===== src/rtl/lcd_time_writer.sv =====
// lcd_time_writer: initialises an HD44780-style character LCD over an 8-bit
// write-only bus, then repeatedly writes "HH:MM:SS.cc" to line 1, columns 0-10.
// Every frame uses a snapshot of the eight digit inputs taken when that frame
// starts.
//
// Bus handshake: there is no ready signal. Each bus transaction takes three
// ticks. On the first tick lcd_rs and lcd_data are driven while lcd_e stays 0.
// lcd_e is raised on the second tick and dropped on the third. lcd_rs and
// lcd_data then hold until the next transaction's first tick, so lcd_data is
// always stable while lcd_e is high.
module lcd_time_writer #(
    parameter int TICK_DIV      = 50,
    parameter int POWER_TICKS   = 400,
    parameter int CLEAR_TICKS   = 40,
    parameter int REFRESH_TICKS = 1000
) (
    input  logic       clk,
    input  logic       nreset,
    input  logic [7:0] cnt_1,
    input  logic [7:0] cnt_10,
    input  logic [7:0] sec_1,
    input  logic [7:0] sec_10,
    input  logic [7:0] min_1,
    input  logic [7:0] min_10,
    input  logic [7:0] hour_1,
    input  logic [7:0] hour_10,
    output logic       lcd_rs,
    output logic       lcd_rw,
    output logic       lcd_e,
    output logic [7:0] lcd_data,
    output logic       init_done,
    output logic       frame_done
);

    localparam int DIV_W    = (TICK_DIV > 2) ? $clog2(TICK_DIV) : 1;
    localparam int MAX_PC   = (POWER_TICKS > CLEAR_TICKS) ? POWER_TICKS : CLEAR_TICKS;
    localparam int MAX_WAIT = (MAX_PC > REFRESH_TICKS) ? MAX_PC : REFRESH_TICKS;
    localparam int CNT_W    = (MAX_WAIT > 0) ? $clog2(MAX_WAIT + 1) : 1;

    // A wait state counts ticks and leaves on its last one. The next
    // transaction's first tick therefore follows exactly N idle ticks.
    localparam logic [CNT_W-1:0] POWER_LAST   = CNT_W'(POWER_TICKS - 1);
    localparam logic [CNT_W-1:0] CLEAR_LAST   = CNT_W'(CLEAR_TICKS - 1);
    localparam logic [CNT_W-1:0] REFRESH_LAST = CNT_W'(REFRESH_TICKS - 1);

    typedef enum logic [3:0] {
        POWER_WAIT, FUNC_SET, DISP_ON, ENTRY, CLEAR,
        CLEAR_WAIT, SET_ADDR, WRITE_CHAR, REFRESH_WAIT
    } state_t;

    state_t           state_q, state_d;
    logic [DIV_W-1:0] div_q, div_d;
    logic [1:0]       phase_q, phase_d;
    logic [CNT_W-1:0] cnt_q, cnt_d;
    logic [3:0]       idx_q, idx_d;
    logic             lcd_rs_q, lcd_rs_d;
    logic             lcd_e_q, lcd_e_d;
    logic [7:0]       lcd_data_q, lcd_data_d;
    logic             init_done_q, init_done_d;
    logic             frame_done_q, frame_done_d;
    // snap index: 0 cnt_1, 1 cnt_10, 2 sec_1, 3 sec_10, 4 min_1, 5 min_10, 6 hour_1, 7 hour_10
    logic [7:0]       snap_q [0:7];
    logic [7:0]       snap_d [0:7];
    logic             tick;
    logic [7:0]       tx_byte;

    assign tick       = (div_q == DIV_W'(TICK_DIV - 1));
    assign lcd_rs     = lcd_rs_q;
    assign lcd_rw     = 1'b0;
    assign lcd_e      = lcd_e_q;
    assign lcd_data   = lcd_data_q;
    assign init_done  = init_done_q;
    assign frame_done = frame_done_q;

    // Free-running tick divider, restarting from 0 when reset is released.
    always_comb begin
        div_d = div_q + DIV_W'(1);
        if (tick) begin
            div_d = '0;
        end
    end

    // Byte that the current transaction puts on the bus: a command or a frame character.
    always_comb begin
        tx_byte = 8'h00;
        case (state_q)
            FUNC_SET: tx_byte = 8'h38;
            DISP_ON:  tx_byte = 8'h0C;
            ENTRY:    tx_byte = 8'h06;
            CLEAR:    tx_byte = 8'h01;
            SET_ADDR: tx_byte = 8'h80;
            WRITE_CHAR: begin
                case (idx_q)
                    4'd0:    tx_byte = snap_q[7];
                    4'd1:    tx_byte = snap_q[6];
                    4'd2:    tx_byte = 8'h3A;
                    4'd3:    tx_byte = snap_q[5];
                    4'd4:    tx_byte = snap_q[4];
                    4'd5:    tx_byte = 8'h3A;
                    4'd6:    tx_byte = snap_q[3];
                    4'd7:    tx_byte = snap_q[2];
                    4'd8:    tx_byte = 8'h2E;
                    4'd9:    tx_byte = snap_q[1];
                    4'd10:   tx_byte = snap_q[0];
                    default: tx_byte = 8'h00;
                endcase
            end
            default: tx_byte = 8'h00;
        endcase
    end

    // Sequencer: wait states count ticks, and command or data states run the three-tick strobe.
    always_comb begin
        state_d      = state_q;
        phase_d      = phase_q;
        cnt_d        = cnt_q;
        idx_d        = idx_q;
        lcd_rs_d     = lcd_rs_q;
        lcd_e_d      = lcd_e_q;
        lcd_data_d   = lcd_data_q;
        init_done_d  = init_done_q;
        frame_done_d = 1'b0;
        for (int i = 0; i < 8; i++) begin
            snap_d[i] = snap_q[i];
        end
        if (tick) begin
            case (state_q)
                POWER_WAIT: begin
                    if (POWER_TICKS == 0 || cnt_q == POWER_LAST) begin
                        state_d = FUNC_SET;
                        cnt_d   = '0;
                    end else begin
                        cnt_d = cnt_q + CNT_W'(1);
                    end
                end
                CLEAR_WAIT: begin
                    if (cnt_q == CLEAR_LAST) begin
                        state_d     = SET_ADDR;
                        cnt_d       = '0;
                        init_done_d = 1'b1;
                    end else begin
                        cnt_d = cnt_q + CNT_W'(1);
                    end
                end
                REFRESH_WAIT: begin
                    if (cnt_q == REFRESH_LAST) begin
                        state_d = SET_ADDR;
                        cnt_d   = '0;
                    end else begin
                        cnt_d = cnt_q + CNT_W'(1);
                    end
                end
                default: begin
                    case (phase_q)
                        2'd0: begin
                            lcd_rs_d   = (state_q == WRITE_CHAR);
                            lcd_data_d = tx_byte;
                            lcd_e_d    = 1'b0;
                            phase_d    = 2'd1;
                            if (state_q == SET_ADDR) begin
                                snap_d[0] = cnt_1;
                                snap_d[1] = cnt_10;
                                snap_d[2] = sec_1;
                                snap_d[3] = sec_10;
                                snap_d[4] = min_1;
                                snap_d[5] = min_10;
                                snap_d[6] = hour_1;
                                snap_d[7] = hour_10;
                            end
                        end
                        2'd1: begin
                            lcd_e_d = 1'b1;
                            phase_d = 2'd2;
                        end
                        default: begin
                            lcd_e_d = 1'b0;
                            phase_d = 2'd0;
                            case (state_q)
                                FUNC_SET: state_d = DISP_ON;
                                DISP_ON:  state_d = ENTRY;
                                ENTRY:    state_d = CLEAR;
                                CLEAR: begin
                                    if (CLEAR_TICKS == 0) begin
                                        state_d     = SET_ADDR;
                                        init_done_d = 1'b1;
                                    end else begin
                                        state_d = CLEAR_WAIT;
                                    end
                                end
                                SET_ADDR: begin
                                    state_d = WRITE_CHAR;
                                    idx_d   = 4'd0;
                                end
                                WRITE_CHAR: begin
                                    if (idx_q == 4'd10) begin
                                        frame_done_d = 1'b1;
                                        idx_d        = 4'd0;
                                        if (REFRESH_TICKS == 0) begin
                                            state_d = SET_ADDR;
                                        end else begin
                                            state_d = REFRESH_WAIT;
                                        end
                                    end else begin
                                        idx_d = idx_q + 4'd1;
                                    end
                                end
                                default: state_d = POWER_WAIT;
                            endcase
                        end
                    endcase
                end
            endcase
        end
    end

    // State and output registers; reset aborts any transaction in flight.
    always_ff @(posedge clk or negedge nreset) begin
        if (!nreset) begin
            state_q      <= POWER_WAIT;
            div_q        <= '0;
            phase_q      <= 2'd0;
            cnt_q        <= '0;
            idx_q        <= 4'd0;
            lcd_rs_q     <= 1'b0;
            lcd_e_q      <= 1'b0;
            lcd_data_q   <= 8'h00;
            init_done_q  <= 1'b0;
            frame_done_q <= 1'b0;
            for (int i = 0; i < 8; i++) begin
                snap_q[i] <= 8'h00;
            end
        end else begin
            state_q      <= state_d;
            div_q        <= div_d;
            phase_q      <= phase_d;
            cnt_q        <= cnt_d;
            idx_q        <= idx_d;
            lcd_rs_q     <= lcd_rs_d;
            lcd_e_q      <= lcd_e_d;
            lcd_data_q   <= lcd_data_d;
            init_done_q  <= init_done_d;
            frame_done_q <= frame_done_d;
            for (int i = 0; i < 8; i++) begin
                snap_q[i] <= snap_d[i];
            end
        end
    end

endmodule


===== config.mk =====
export PLATFORM = sky130hd
export DESIGN_NAME = lcd_time_writer
export DESIGN_NICKNAME = d
export VERILOG_FILES = /design/src/rtl/lcd_time_writer.sv
export SDC_FILE = /design/constraint.sdc
export NUM_CORES = 1
export LEC_CHECK = 0
export ABC_AREA = 1
export CAP_MARGIN = 0
export CORE_MARGIN = 4
export CORE_UTILIZATION = 45
export DETAILED_ROUTE_END_ITERATION = 6
export PLACE_DENSITY = 0.68
export SLEW_MARGIN = 5
export SYNTH_ARGS = -nofsm -noshare
export SYNTH_HDL_FRONTEND = slang
export SYNTH_SLANG_ARGS = --single-unit

===== constraint.sdc =====
create_clock -name clk -period 4.3 [get_ports clk]
set_clock_uncertainty 0.05 [all_clocks]
set_input_delay 0.86 -clock clk [delete_from_list [all_inputs] [get_ports clk]]
set_output_delay 0.86 -clock clk [all_outputs]
set_load 0.01 [all_outputs]

# ---- Word-level counts from Yosys, hierarchy flattened
# Index checks and enable logic that the tools add are counted.
dict set report op_classes {
  bitwise_logic 2
  add_sub_neg 3
  reduce_logical 15
  mux 23
  eq_ne 28
}
# cell n
set ops {}
lappend ops {{$pmux W8 S10} 1}
lappend ops {{$pmux W8 S6} 1}
lappend ops {{$eq A4 B3 Y1 const B} 8}
lappend ops {{$mux W10} 3}
lappend ops {{$pmux W10 S3} 1}
lappend ops {{$mux W4} 6}
lappend ops {{$pmux W4 S6} 1}
lappend ops {{$eq A4 B2 Y1 const B} 4}
lappend ops {{$eq A4 B4 Y1 const B} 4}
lappend ops {{$pmux W4 S3} 1}
lappend ops {{$add A10 B1 Y10 const B} 1}
lappend ops {{$eq A10 B10 Y1 const B} 1}
lappend ops {{$eq A10 B6 Y1 const B} 1}
lappend ops {{$eq A10 B9 Y1 const B} 1}
lappend ops {{$eq A4 B1 Y1 const B} 2}
lappend ops {{$logic_not A4 Y1} 2}
lappend ops {{$pmux W4 S2} 1}
lappend ops {{$reduce_and A4 Y1} 2}
lappend ops {{$add A6 B1 Y6 const B} 1}
lappend ops {{$eq A6 B6 Y1 const B} 1}
lappend ops {{$mux W1} 6}
lappend ops {{$mux W6} 1}
lappend ops {{$ne A2 B2 Y1 const B} 3}
lappend ops {{$reduce_and A3 Y1} 2}
lappend ops {{13 further kinds} 16}
dict set report totals {
  register_bits 102
  word_cells 89
  in_bits 66
  out_inout_bits 13
}

# ---- Logic depth before layout (Yosys ltp)
dict set report logic_depth {
  depth_word 6
  ltp_mapped 11
  mapped_depth_nobuf 11
}

# ---- Worst setup path after synthesis
# OpenSTA, ideal clock, no wires.
dict set report synth_timing {
  kind {reg-to-reg}
  from {register div_q[1]}
  to {register snap_q[11] (netlist bit)}
  slack_ns 2.638
  path_buffers 2
  setup_ns 0.117
  path_stages_with_launch 12
  t_arrival_ns 1.495
  period_less_slack_ns 1.662
  required_time_ns 4.133
  path_cell_list {dfrtp_1 -> inv_1 -> ha_1 -> nand2_2 -> nor2_8 -> inv_2 -> nor2_4 -> nand4_2 -> buf_6 -> buf_6 -> nand2_1 -> o21ai_2}
}
dict set report synth_between {
  elab_chain_cells 2
}
# element line
set synth_rtl {}
lappend synth_rtl {{start, declared} 52} ;# logic [DIV_W-1:0] div_q, div_d;
lappend synth_rtl {{start signal, assigned} 234} ;# div_q <= div_d;
lappend synth_rtl {{$eq A6 B6 Y1} 67} ;# assign tick = (div_q == DIV_W'(TICK_DIV - 1));
lappend synth_rtl {{$reduce_and A4 Y1 (no line)} --}
lappend synth_rtl {{end signal, assigned by index} 244} ;# snap_q[i] <= snap_d[i];
lappend synth_rtl {{end, declared} 62} ;# logic [7:0] snap_q [0:7];
# Every way passes these cells.
# A chain may end at the register's enable or synchronous reset.

# ---- Final worst setup path
dict set report layout_timing {
  from {register div_q[1]}
  to {register snap_q[26] (netlist bit)}
}
# Same word-level chain as after synthesis.

==> run metrics <==
Synth Instances 687; LEAKAGE 3.447 nW; row cnt 39; first-pass GRT wire length 21.15 mm; Overflow after GRT 0; Mapped Area 5360 µm²; RSZ-0062 raised after global routing false; PostCTS Resize Cnt 0; antenna violations before repair 0; Slew HR 40.99%; CP max stage cell nand4_4; Reg power frac 48.8%; Clock H-tree levels 3; Clock Path Buffers 2; CP top delay family simple AND/OR/NAND/NOR gates; final hold violation count 0; total negative slack 0 ns; sw frac 20.46%; Power Density 299.1 nW/µm²; Tmin final 2.649 ns; Critical Path AT 2.83 ns; Final Wtd Congestion 0.9075; WL/cell 13.85 µm; hpwl dp 9.611 mm; post-route ant nets 0; critical path type flip-flop to flip-flop; critical path buffer and inverter count 3; Yosys reg bits 101; reg2reg setup slack 1.65 ns; CP max stage delay 0.67 ns; I/O Buffers 77; First-pass DRT Iterations 6; clk_lat worst skew 0.35 ns; CTS Buf Count 9; largest net degree at the start of global routing 72; crit path cell chain inv_1 -> ha_1 -> nand2_2 -> nor2_8 -> inv_2 -> nor2_4 -> nand4_4 -> buf_4 -> nand2_1 -> o21ai_2; total track usage 20.04%; peak supply drop 0.2607 mV; Seq/Total Area, Yosys 47.15%; NumNets Final 829; syn nets 756; Cell Count, Final, Fillers Out 908; Synth cell types 34; CTS tree yes; Inserted Diodes 0; # IOs 79; Area Overhead vs Synth 21.41%; switching pwr 0.3982 mW; DR iter-0 viols 205; drt via density 4.874; max cap viols 0; Worst setup SP type flip-flop; Worst-Margin Slew 0.8852 ns; Hold Path Class flip-flop to flip-flop; final WL 12.57 mm; Post-synth EDFFs 0; cts hold-fix bufs 0; final setup fails 0; Critical Path RT 4.48 ns; die area 13720 µm²; core region area 11520 µm²; Gate power share 4.9%; postcts setup bufs 0; Max Clk Rate 377.5 MHz; # fillers 1107; Pwr Total 1.946 mW; vias in the first global route 4361; Placed Instances 892; Max FO, Critical Path 56; Die Y 117.1 µm; Post-route DRC 0; yosys warns 0; root buf cell clkbuf_16; final number of max-transition violations 0; period utilisation layout 61.61%; Worst setup EP type flip-flop; Die Wd 117.1 µm; Pint 1.548 mW; outcome complete, no violations; Post-synth ARST share 100.0%; clock sink count 101; layout cell share with drive strength beyond 1 11.76%; Starting Density 46.54%; clock group share of total power 46.3%; DR vias 4426; syn avg cell area 7.802 µm²; clk slew on worst S/H paths 0.06 ns; ys flop type dfrtp_1
==> metrics by stage <==
step           util (%)  setup slack [ns]  hold WS [ns]  instance area, µm²
2_1_floorplan         -             2.638        0.4034                5360
3_3_place_gp      53.61             1.672        0.4102                6173
3_5_place_dp      53.61             1.665        0.4074                6173
4_1_cts           56.51             1.640        0.4233                6507
5_1_grt           56.51             1.410        0.4364                6507
6_report          56.51             1.651        0.4167                6507
==> cell usage after synthesis (2+ instances only) <==
| cell | n | area share [%] |
|---|---|---|
| a21oi_1 | 8 | 0.75 |
| buf_4 | 4 | 0.56 |
| buf_6 | 13 | 2.7 |
| dfrtp_1 | 101 | 47 |
| ha_1 | 3 | 0.70 |
| inv_1 | 99 | 6.9 |
| inv_2 | 4 | 0.28 |
| nand2_1 | 221 | 15 |
| nand3_1 | 57 | 5.3 |
| nand4_1 | 5 | 0.58 |
| nand4_2 | 2 | 0.47 |
| nor2_1 | 67 | 4.7 |
| nor2_2 | 6 | 0.70 |
| nor3_1 | 4 | 0.37 |
| o21ai_0 | 13 | 1.2 |
| o21ai_1 | 9 | 0.84 |
| o21ai_2 | 50 | 8.2 |
| o22ai_1 | 2 | 0.23 |
| or2_2 | 3 | 0.35 |
| xor2_1 | 2 | 0.33 |
==> tightest hold or removal path: cells and delay by family (launching register included) <==
kind	cells	cell delay [ns]
AOI/OAI and AO/OA	1	0.05
buffers and inverters	1	0.04
DFF	1	0.34
==> layout make-up <==
class                           count  area (µm²)  area share (%)
Sequential cell                   101        2527           38.84
Multi-Input combinational cell    464        2270           34.88
Timing Repair Buffer               81       810.8           12.46
Inverter                          103       386.6           5.941
Clock buffer                       11       252.7           3.884
Tap cell                          143       178.9           2.749
Clock inverter                      5       81.33           1.250
==> worst paths after layout <==
path,startpoint,to,cells after the start
min reg2reg,init_done,init_done,2
max,div_q[1],snap_q[26],10
max in group asynchronous,nreset,snap_q[27],2
max reg2reg,div_q[1],snap_q[26],10
min in group asynchronous,nreset,cnt_q[2],1
min,init_done,init_done,2
==> cells in the final DEF (no fill, tap or decap), types with 4 or more instances in the layout <==
| master | n |
|---|---|
| a21oi_1 | 8 |
| buf_4 | 4 |
| clkbuf_16 | 9 |
| clkdlybuf4s50_1 | 76 |
| dfrtp_1 | 101 |
| inv_1 | 99 |
| inv_2 | 4 |
| nand2_1 | 221 |
| nand3_1 | 57 |
| nand4_1 | 5 |
| nor2_1 | 67 |
| nor2_2 | 6 |
| nor3_1 | 4 |
| o21ai_0 | 13 |
| o21ai_1 | 9 |
| o21ai_2 | 50 |
==> state kept, by name (all words and copies together), names as in the netlist <==
signal	flops
phase_q	2
init_done	1
idx_q	4
state_q	4
cnt_q	10
lcd_data	8
lcd_rs	1
frame_done	1
snap_q	64
div_q	6
==> routing by layer <==
metal	up-vias	GRT usage (%)	routed length (µm)
li1	2281	-	-
met1	2058	24.85	5462
met2	76	34.46	6458
met3	11	5.193	489
met4	0	5.810	163
met5	-	0	0
==> cells by family (layout without fill, tap and decap cells) <==
logic type	Yosys count	count (layout)	share of synthesized area (%)
other	1	1	0.06996
AOI/OAI and AO/OA	87	87	11.93
xor gates and xnor gates	3	3	0.4903
DFF	101	101	47.15
buffers and inverters	122	200	10.67
adders and majority gates	3	3	0.7004
and+or+nand+nor	370	370	28.99
==> power groups by stage <==
stage / Clock [mW] / Combinational, mW / Sequential [mW]
2_1_floorplan: 0 / 0.0167 / 0.968
3_3_place_gp: 0 / 0.0986 / 0.968
3_5_place_dp: 0 / 0.0991 / 0.968
4_1_cts: 0.922 / 0.0992 / 0.949
5_1_grt: 0.968 / 0.107 / 0.949
6_report: 0.901 / 0.0962 / 0.950
(Power assumes the default switching activity.)
